**src/rtl/reg_file_pkg.sv**
```systemverilog
// Shared register-file constants for decode, execute and the register file.
// Referenced by reg_file, reg_file_rport and the pipeline stages around them.
package reg_file_pkg;
    localparam int REG_NUM    = 32;
    localparam int REG_ADDR_W = 5;
    localparam int REG_DATA_W = 32;

    localparam logic [REG_ADDR_W-1:0] ZERO_REG = 5'd0;
    localparam logic [REG_ADDR_W-1:0] RA_REG   = 5'd1;
    localparam logic [REG_ADDR_W-1:0] SP_REG   = 5'd2;
endpackage

```
**src/rtl/reg_file_rport.sv**
```systemverilog
// One combinational read port of the register file: x0 reads as zero.
// With REG_FILE_BYPASS_EN defined, a same-cycle committing write is forwarded.
module reg_file_rport
    import reg_file_pkg::*;
#(
    parameter int ADDR_W = REG_ADDR_W,
    parameter int DATA_W = REG_DATA_W
) (
    input  logic [ADDR_W-1:0] raddr,
    input  logic [DATA_W-1:0] regs [1:(1<<ADDR_W)-1],
`ifdef REG_FILE_BYPASS_EN
    input  logic              byp_vld,
    input  logic [ADDR_W-1:0] byp_addr,
    input  logic [DATA_W-1:0] byp_data,
`endif
    output logic [DATA_W-1:0] rdata
);

    always_comb begin
        rdata = '0;
        if (raddr != '0) begin
`ifdef REG_FILE_BYPASS_EN
            // byp_vld already excludes reset and writes to x0
            if (byp_vld && (byp_addr == raddr))
                rdata = byp_data;
            else
                rdata = regs[raddr];
`else
            rdata = regs[raddr];
`endif
        end
    end

endmodule

```
**src/rtl/reg_file.sv**
```systemverilog
// RV32I architectural register file x0..x31 with two read ports, a debug port
// and a committed-write counter. Optional macro: REG_FILE_BYPASS_EN.
module reg_file
    import reg_file_pkg::*;
#(
    parameter int          ADDR_W  = REG_ADDR_W,
    parameter int          DATA_W  = REG_DATA_W,
    parameter logic [31:0] SP_INIT = 32'h0000_0000
) (
    input  logic              clk,
    input  logic              rst,
    input  logic [ADDR_W-1:0] rs1_raddr,
    output logic [DATA_W-1:0] rs1_rdata,
    input  logic [ADDR_W-1:0] rs2_raddr,
    output logic [DATA_W-1:0] rs2_rdata,
    input  logic              rd_wen,
    input  logic [ADDR_W-1:0] rd_waddr,
    input  logic [DATA_W-1:0] rd_wdata,
    input  logic [ADDR_W-1:0] dbg_raddr,
    output logic [DATA_W-1:0] dbg_rdata,
    output logic [31:0]       wr_count
);

    localparam int NREG = 1 << ADDR_W;

    logic [DATA_W-1:0] r_regs [1:NREG-1];
    logic [31:0]       r_wr_count;
    logic              w_commit;

    assign w_commit = rd_wen && !rst && (rd_waddr != '0);

    always_ff @(posedge clk) begin
        if (rst) begin
            for (int i = 1; i < NREG; i++)
                r_regs[i] <= (i == int'(SP_REG)) ? DATA_W'(SP_INIT) : '0;
            r_wr_count <= '0;
        end else if (w_commit) begin
            r_regs[rd_waddr] <= rd_wdata;
            r_wr_count       <= r_wr_count + 32'd1;
        end
    end

    reg_file_rport #(.ADDR_W(ADDR_W), .DATA_W(DATA_W)) u_rs1 (
        .raddr    (rs1_raddr),
        .regs     (r_regs),
`ifdef REG_FILE_BYPASS_EN
        .byp_vld  (w_commit),
        .byp_addr (rd_waddr),
        .byp_data (rd_wdata),
`endif
        .rdata    (rs1_rdata)
    );

    reg_file_rport #(.ADDR_W(ADDR_W), .DATA_W(DATA_W)) u_rs2 (
        .raddr    (rs2_raddr),
        .regs     (r_regs),
`ifdef REG_FILE_BYPASS_EN
        .byp_vld  (w_commit),
        .byp_addr (rd_waddr),
        .byp_data (rd_wdata),
`endif
        .rdata    (rs2_rdata)
    );

    // Debug reads the stored array only, so it always shows the pre-write value
    assign dbg_rdata = (dbg_raddr == '0) ? '0 : r_regs[dbg_raddr];
    assign wr_count  = r_wr_count;

endmodule

```
**config.mk**
```make
export PLATFORM = sky130hd
export DESIGN_NAME = reg_file
export DESIGN_NICKNAME = d
export VERILOG_FILES = /design/src/rtl/reg_file_pkg.sv /design/src/rtl/reg_file_rport.sv /design/src/rtl/reg_file.sv
export SDC_FILE = /design/constraint.sdc
export NUM_CORES = 2
export LEC_CHECK = 0
export BUFFER_PORTS_ARGS = -buffer_cell sky130_fd_sc_hd__buf_4
export CAP_MARGIN = 30
export CORE_MARGIN = 10
export CORE_UTILIZATION = 40
export CTS_CLUSTER_SIZE = 30
export DETAILED_ROUTE_END_ITERATION = 7
export GPL_TIMING_DRIVEN = 0
export MAX_ROUTING_LAYER = met4
export SLEW_MARGIN = 20
export SYNTH_ARGS = -nofsm -noshare
export SYNTH_HDL_FRONTEND = slang
export SYNTH_HIERARCHICAL = 1
export SYNTH_SLANG_ARGS = --single-unit
```
**constraint.sdc**
```tcl
create_clock -name clk -period 2.8 [get_ports clk]
set_clock_uncertainty 0.15 [all_clocks]
set_input_delay 0.14 -clock clk [delete_from_list [all_inputs] [get_ports clk]]
set_output_delay 0.14 -clock clk [all_outputs]
set_load 0.005 [all_outputs]
```
# ---- Word level (Yosys, flattened, before mapping)
# Cells that the tools add are included.
# Widths: inputs -> output; s select.
dict set report totals {
  latch_bits 0
  output_inout_bits 128
  mem_bits_ro 0
  reg_bits 1024
  n_memories 0
  mem_bits_rw 0
  in_bits 55
  elab_cells 65
}
dict set report classes {
  n_reduce_logical 8
  n_addsub 1
  eq_ne 0
  bitwise 4
  muxes 15
  mul 0
  magnitude_cmp 5
  n_div 0
  shift 0
}
# operator n
set op_table {}
lappend op_table {{$bwmux 992} 1}
lappend op_table {{$bmux 32 s5} 3}
lappend op_table {{$mux 32} 10}
lappend op_table {{$demux 32 s5} 1}
lappend op_table {{$add 32x1->32 const B} 1}
lappend op_table {{$ge 6x6->1 const B} 4}
lappend op_table {{$not 5->6} 4}
lappend op_table {{$reduce_bool 5->1} 3}
lappend op_table {{$lt 6x1->1 const B} 1}
lappend op_table {{$logic_not 5->1} 1}
lappend op_table {{$logic_and 1x1->1} 3}
lappend op_table {{$logic_not 1->1} 1}

# ---- Depth between registers and ports, before layout
dict set report logic_depth {
  word_depth 6
  depth_mapped 9
}

# ---- By module
# Netlist, hierarchy kept.
# mod seq_area_each_um2 area_per_inst_um2 cells_per_inst n_inst
set modules_own_cells {}
lappend modules_own_cells {reg_file 20499.7 44152.3 5431 1}
lappend modules_own_cells {reg_file_rport 0.0 8415.6 931 2}

# ---- Worst setup path before layout
# Ideal clock, no wire load.
dict set report synth_timing {
  kind {reg-to-reg}
  start {register r_wr_count[15] (netlist: wr_count[15])}
  end {register r_wr_count[27] (netlist: wr_count[27])}
  arrival_ns 1.611
  path_slack_ns 0.916
  period_less_slack_ns 1.884
  path_stages_with_launch 6
  path_buffers 1
  path_cell_list {dfxtp_1 -> and4_1 -> clkbuf_1 -> nand3_1 -> nor4_1 -> mux2_1}
}
dict set report synth_via {
  elab_chain_cells 1
}
# element line
set synth_rtl {}
lappend synth_rtl {{start: declaration} reg_file.sv:27} ;# logic [31:0] r_wr_count;
lappend synth_rtl {{start signal: assignment} reg_file.sv:39} ;# r_wr_count <= r_wr_count + 32'd1;
lappend synth_rtl {{$add 32x1->32} reg_file.sv:39}
# Every way passes these cells.
# A chain may end at the register's enable or synchronous reset.

# ---- Worst setup path after layout
dict set report layout_timing {
  start {input port rs2_raddr[1]}
  end {output port rs2_rdata[27]}
}
dict set report layout_via {
  elab_chain_cells 5
  word_cells_on_any_way 6
}
# element line
set layout_rtl {}
lappend layout_rtl {{start: declaration} reg_file.sv:14} ;# input logic [ADDR_W-1:0] rs2_raddr,
lappend layout_rtl {{$not 5->6 (not written as such)} reg_file_rport.sv:29} ;# rdata = regs[raddr];
lappend layout_rtl {{$bmux 32 s5} reg_file_rport.sv:29}
lappend layout_rtl {{$mux 32 (not written as such) (2 in series)} reg_file_rport.sv:29}
lappend layout_rtl {{$mux 32 *} reg_file_rport.sv:21} ;# if (raddr != '0) begin
lappend layout_rtl {{end: declaration} reg_file.sv:15} ;# output logic [DATA_W-1:0] rs2_rdata,
# Every way passes the cells marked *; elsewhere a longest branch is shown, timed or not. The select of a mux whose other input is x is not followed.

==> results.md <==
* Status: finished with violations
* Failing checks: setup timing
* Crit-path cells: buf_4 > buf_6 > buf_8 > nand2_4 > buf_2 > o22ai_2 > nor3_1 > nor4_4 > buf_4
* Post-Synth Adder-Cell Area at less than 1%
* Ratio of cells with drive above 1 in the final layout at 22.92%
* Crit path max fanout at 10
* Post-synthesis area per instance at between 8 and 9 um^2
* Syn nets at between 7000 and 8000
* Depth of the CTS H-tree at 3
* Design area at around 73000 um^2
* Hold Path Origin: rst
* Fin. Hold Viols at 0
* Global route hottest layer: met2
* Total number of vias at between 60000 and 70000
* Post-synth top area cell: dfxtp_1
* CP arrival at between 2 and 3 ns
* Synthesized flop and latch total at 1024
* Mapped Area at about 61000 um^2
* Pleak at approximately 25 nW
* Drt drc at 0
* WP buf/inv at 5
* GR Util All Layers at 41.63%
* Post-Syn Instances at between 7000 and 8000
* Worst-Margin Slew at between 1 and 1.5 ns
* DR vias/cell at roughly 6.6
* PwrDens at between 500 and 600 nW/um^2
* Setup TNS at -8.137 ns
* Critical Path Max Stage Delay at 0.52 ns
* Final Critical Period at approximately 3.0 ns
* Worst hold slack at ~0.063 ns
* Site row count at between 100 and 150
* Area Overhead vs Synth at 20.00%
* Buffers on Ports at 174
* CTS clk-pin slew, worst paths at about 0.060 ns
* Setup CP Type: in2out
* Met2 Usage GRT at between 50% and 60%
* EDFF count, synth at 0
* First-pass GRT wire length at about 480 mm
* Critical path's most frequent cell: buf_4
* Final WL at around 360 mm
* Synth Area in Compound Gates at 17.80%
* Total clock sinks at between 1000 and 1500
* Die span in x at roughly 400 um
* ANT nets after route at 0
* Yosys warning total at 6
* Multiplexer share of the synthesized area at 25.64%
* Worst skew pair latency at roughly 0.77 ns
* Placed instance area at about 65000 um^2
* CP max stage cell: nor4_4
* Share of synthesized flip-flops with an asynchronous set or reset at 0%
* Max-slew headroom at 25.23%
* Final nets at 7738
* Met3 usage at 10.50%
* Final setup fails at 127
* Fmax at ~340 MHz
* Grt met1 use at 54.09%
* Core ar. at approximately 150000 um^2
* Synth top area share at between 30 and 40%
* Clock Path Buffers at 3
* Initial antenna violation count at 8
* Largest family of logic cells by synthesized area: multiplexers
* Reg2reg start: wr_count[3]
* CTS tree: built
* Final period utilization at 105.9%
* Crit end category: output pin
* Cell variety after synth at 69
* CP Launch Type: primary input
* Post-synthesis sequential area ratio at 33.62%
* Gpl congestion at approximately 1.1
* Largest net degree at the start of global routing at 17
* # Max-Cap Violations at 0
* Dpl ws at -1.196 ns
* DRT iter0 DRCs at around 9600
* CP delay by family, top: buffers and inverters
* Simple-Gate Fraction of Synth Area at 17.11%
* Crit path required time at about 2.5 ns
* Vias in the first global route at between 50000 and 60000
* I/O pin cnt at around 180
* Drt pass-1 iters at 6
* Main synth FF type: dfxtp_1
* Slew Limit Fails at 0
* Post-synthesis xor/xnor area fraction at less than 1%
* Hpwl dp at 285.5 mm
* Overall die height at about 410 um
* Power, Total at ~38 mW
* Die area at about 170000 um^2
* CTS buffer count at 121
* Worst hold path type: in2reg
* Main area contributors after synthesis: dfxtp_1 34%, nand2_1 12%, mux2i_1 12%
* Routed WL per cell at between 30 and 40 um
* Total gr overflow at 0
* CP startpoint: rs2_raddr[1]
* Maximum VDD drop at approximately 560 uV
* Starting Density at 40.19%
* Root Buffer: clkbuf_16
* RSZ-0062 raised after global routing: yes
* PnR worst setup slack at -0.1659 ns
[metrics by stage]
stage | std cells | util [%]
floorplan | 7293 | -
global placement | 9497 | 42.73
detailed placement | 9533 | 43.16
CTS | 9805 | 47.71
global route | 9815 | 48.22
finish | 9822 | 48.23
[path summary, 6_finish.rpt]
kind	end	slack (ns)	cells after the start
min	wr_count[12]	0.06	5
min reg2reg	r_regs[795]	0.32	2
max	rs2_rdata[27]	-0.17	9
max reg2reg	wr_count[20]	0.49	6
[metal layers]
metal,share of wire [%],vias to the layer above
li1,-,27024
met1,40,32102
met2,40,4605
met3,12,983
met4,8.5,0
met5,0,-
[registers in the layout, summed over array words and instances (netlist names)]
name,flops
r_regs,992
wr_count,32
[synthesized netlist by cell type, drive strengths merged, types with 4 or more instances]
| cell type | number |
|---|---|
| nand2b | 8 |
| o22ai | 314 |
| a2111oi | 32 |
| clkbuf | 503 |
| mux4 | 255 |
| nor2b | 81 |
| nand3 | 11 |
| or4 | 16 |
| a221oi | 34 |
| o22a | 5 |
| buf | 271 |
| a221o | 90 |
| nand4 | 10 |
| o21ai | 34 |
| mux2 | 203 |
| a22oi | 67 |
| nor3 | 127 |
| or3 | 4 |
| o21bai | 27 |
| and3 | 5 |
| inv | 4 |
| nand2 | 2032 |
| and4b | 4 |
| and2 | 6 |
| nor2 | 42 |
| o31ai | 16 |
| and4 | 6 |
| a211oi | 77 |
| or3b | 4 |
| nand3b | 5 |
| dfxtp | 1024 |
| a21oi | 1074 |
| or2 | 8 |
| a22o | 27 |
| mux2i | 760 |
| a31o | 5 |
| nor4 | 67 |
[what timing repair did]
action                                  in CTS  in global routing
resized for setup                          604                237
setup buffers                                9                  2
cloned                                       0                  0
pin swaps                                   47                 28
hold buffers                                40                  0
endpoints found under the setup margin      96                215
endpoints found under the hold margin      982                  0
[power by group]
part           total (mW)  switching [mW]  internal, mW
logic                5.70            4.05          1.64
registers            14.7          0.0743          14.6
clock network        17.4            7.32          10.1
total                37.8            11.5          26.3
[logic make-up (layout without fill, tap and decap cells)]
| group | Yosys count | count (layout) |
|---|---|---|
| AOI/OAI and AO/OA | 1815 | 1815 |
| xor gates and xnor gates | 4 | 4 |
| adders and majority gates | 1 | 1 |
| buffers and inverters | 778 | 1270 |
| DFF | 1024 | 1024 |
| muxes | 1218 | 1218 |
| other | 0 | 7 |
| and+or+nand+nor | 2453 | 2453 |
[placed cells by master (no fill, tap or decap), types with 30 or more instances in the layout]
master	instances
a211oi_1	32
a211oi_2	43
a21oi_1	1027
a21oi_2	46
a221o_1	90
a22oi_1	63
buf_2	125
buf_4	260
buf_6	52
clkbuf_1	430
clkbuf_16	121
clkbuf_2	67
dfxtp_1	855
dfxtp_2	154
dlygate4sd3_1	40
mux2_2	199
mux2i_1	740
mux4_2	255
nand2_1	2029
nor2_1	35
nor2b_1	75
nor3_1	66
nor3_2	58
nor4_2	34
nor4_4	30
o21ai_0	32
o22ai_1	288
[worst reg2reg max path: stages, from the launching register on]
cell and delay (ns):
dfxtp_1 0.43, and4_1 0.21, buf_2 0.19, nand4_1 0.30, clkbuf_1 0.34, or4_1 0.46
a21oi_1 0.16
[layout make-up]
| class | instances | area [um^2] |
|---|---|---|
| Antenna cell | 7 | 17.52 |
| Fill cell | 14921 | 78550 |
| Tap cell | 2030 | 2540 |
| Inverter | 4 | 15.01 |
| Sequential cell | 1024 | 20750 |
| Multi-Input combinational cell | 5491 | 39340 |
| Clock inverter | 66 | 868.3 |
| Timing Repair Buffer | 268 | 2326 |
| Buffer | 772 | 3926 |
| Clock buffer | 160 | 3395 |
(Power assumes the default switching activity.)
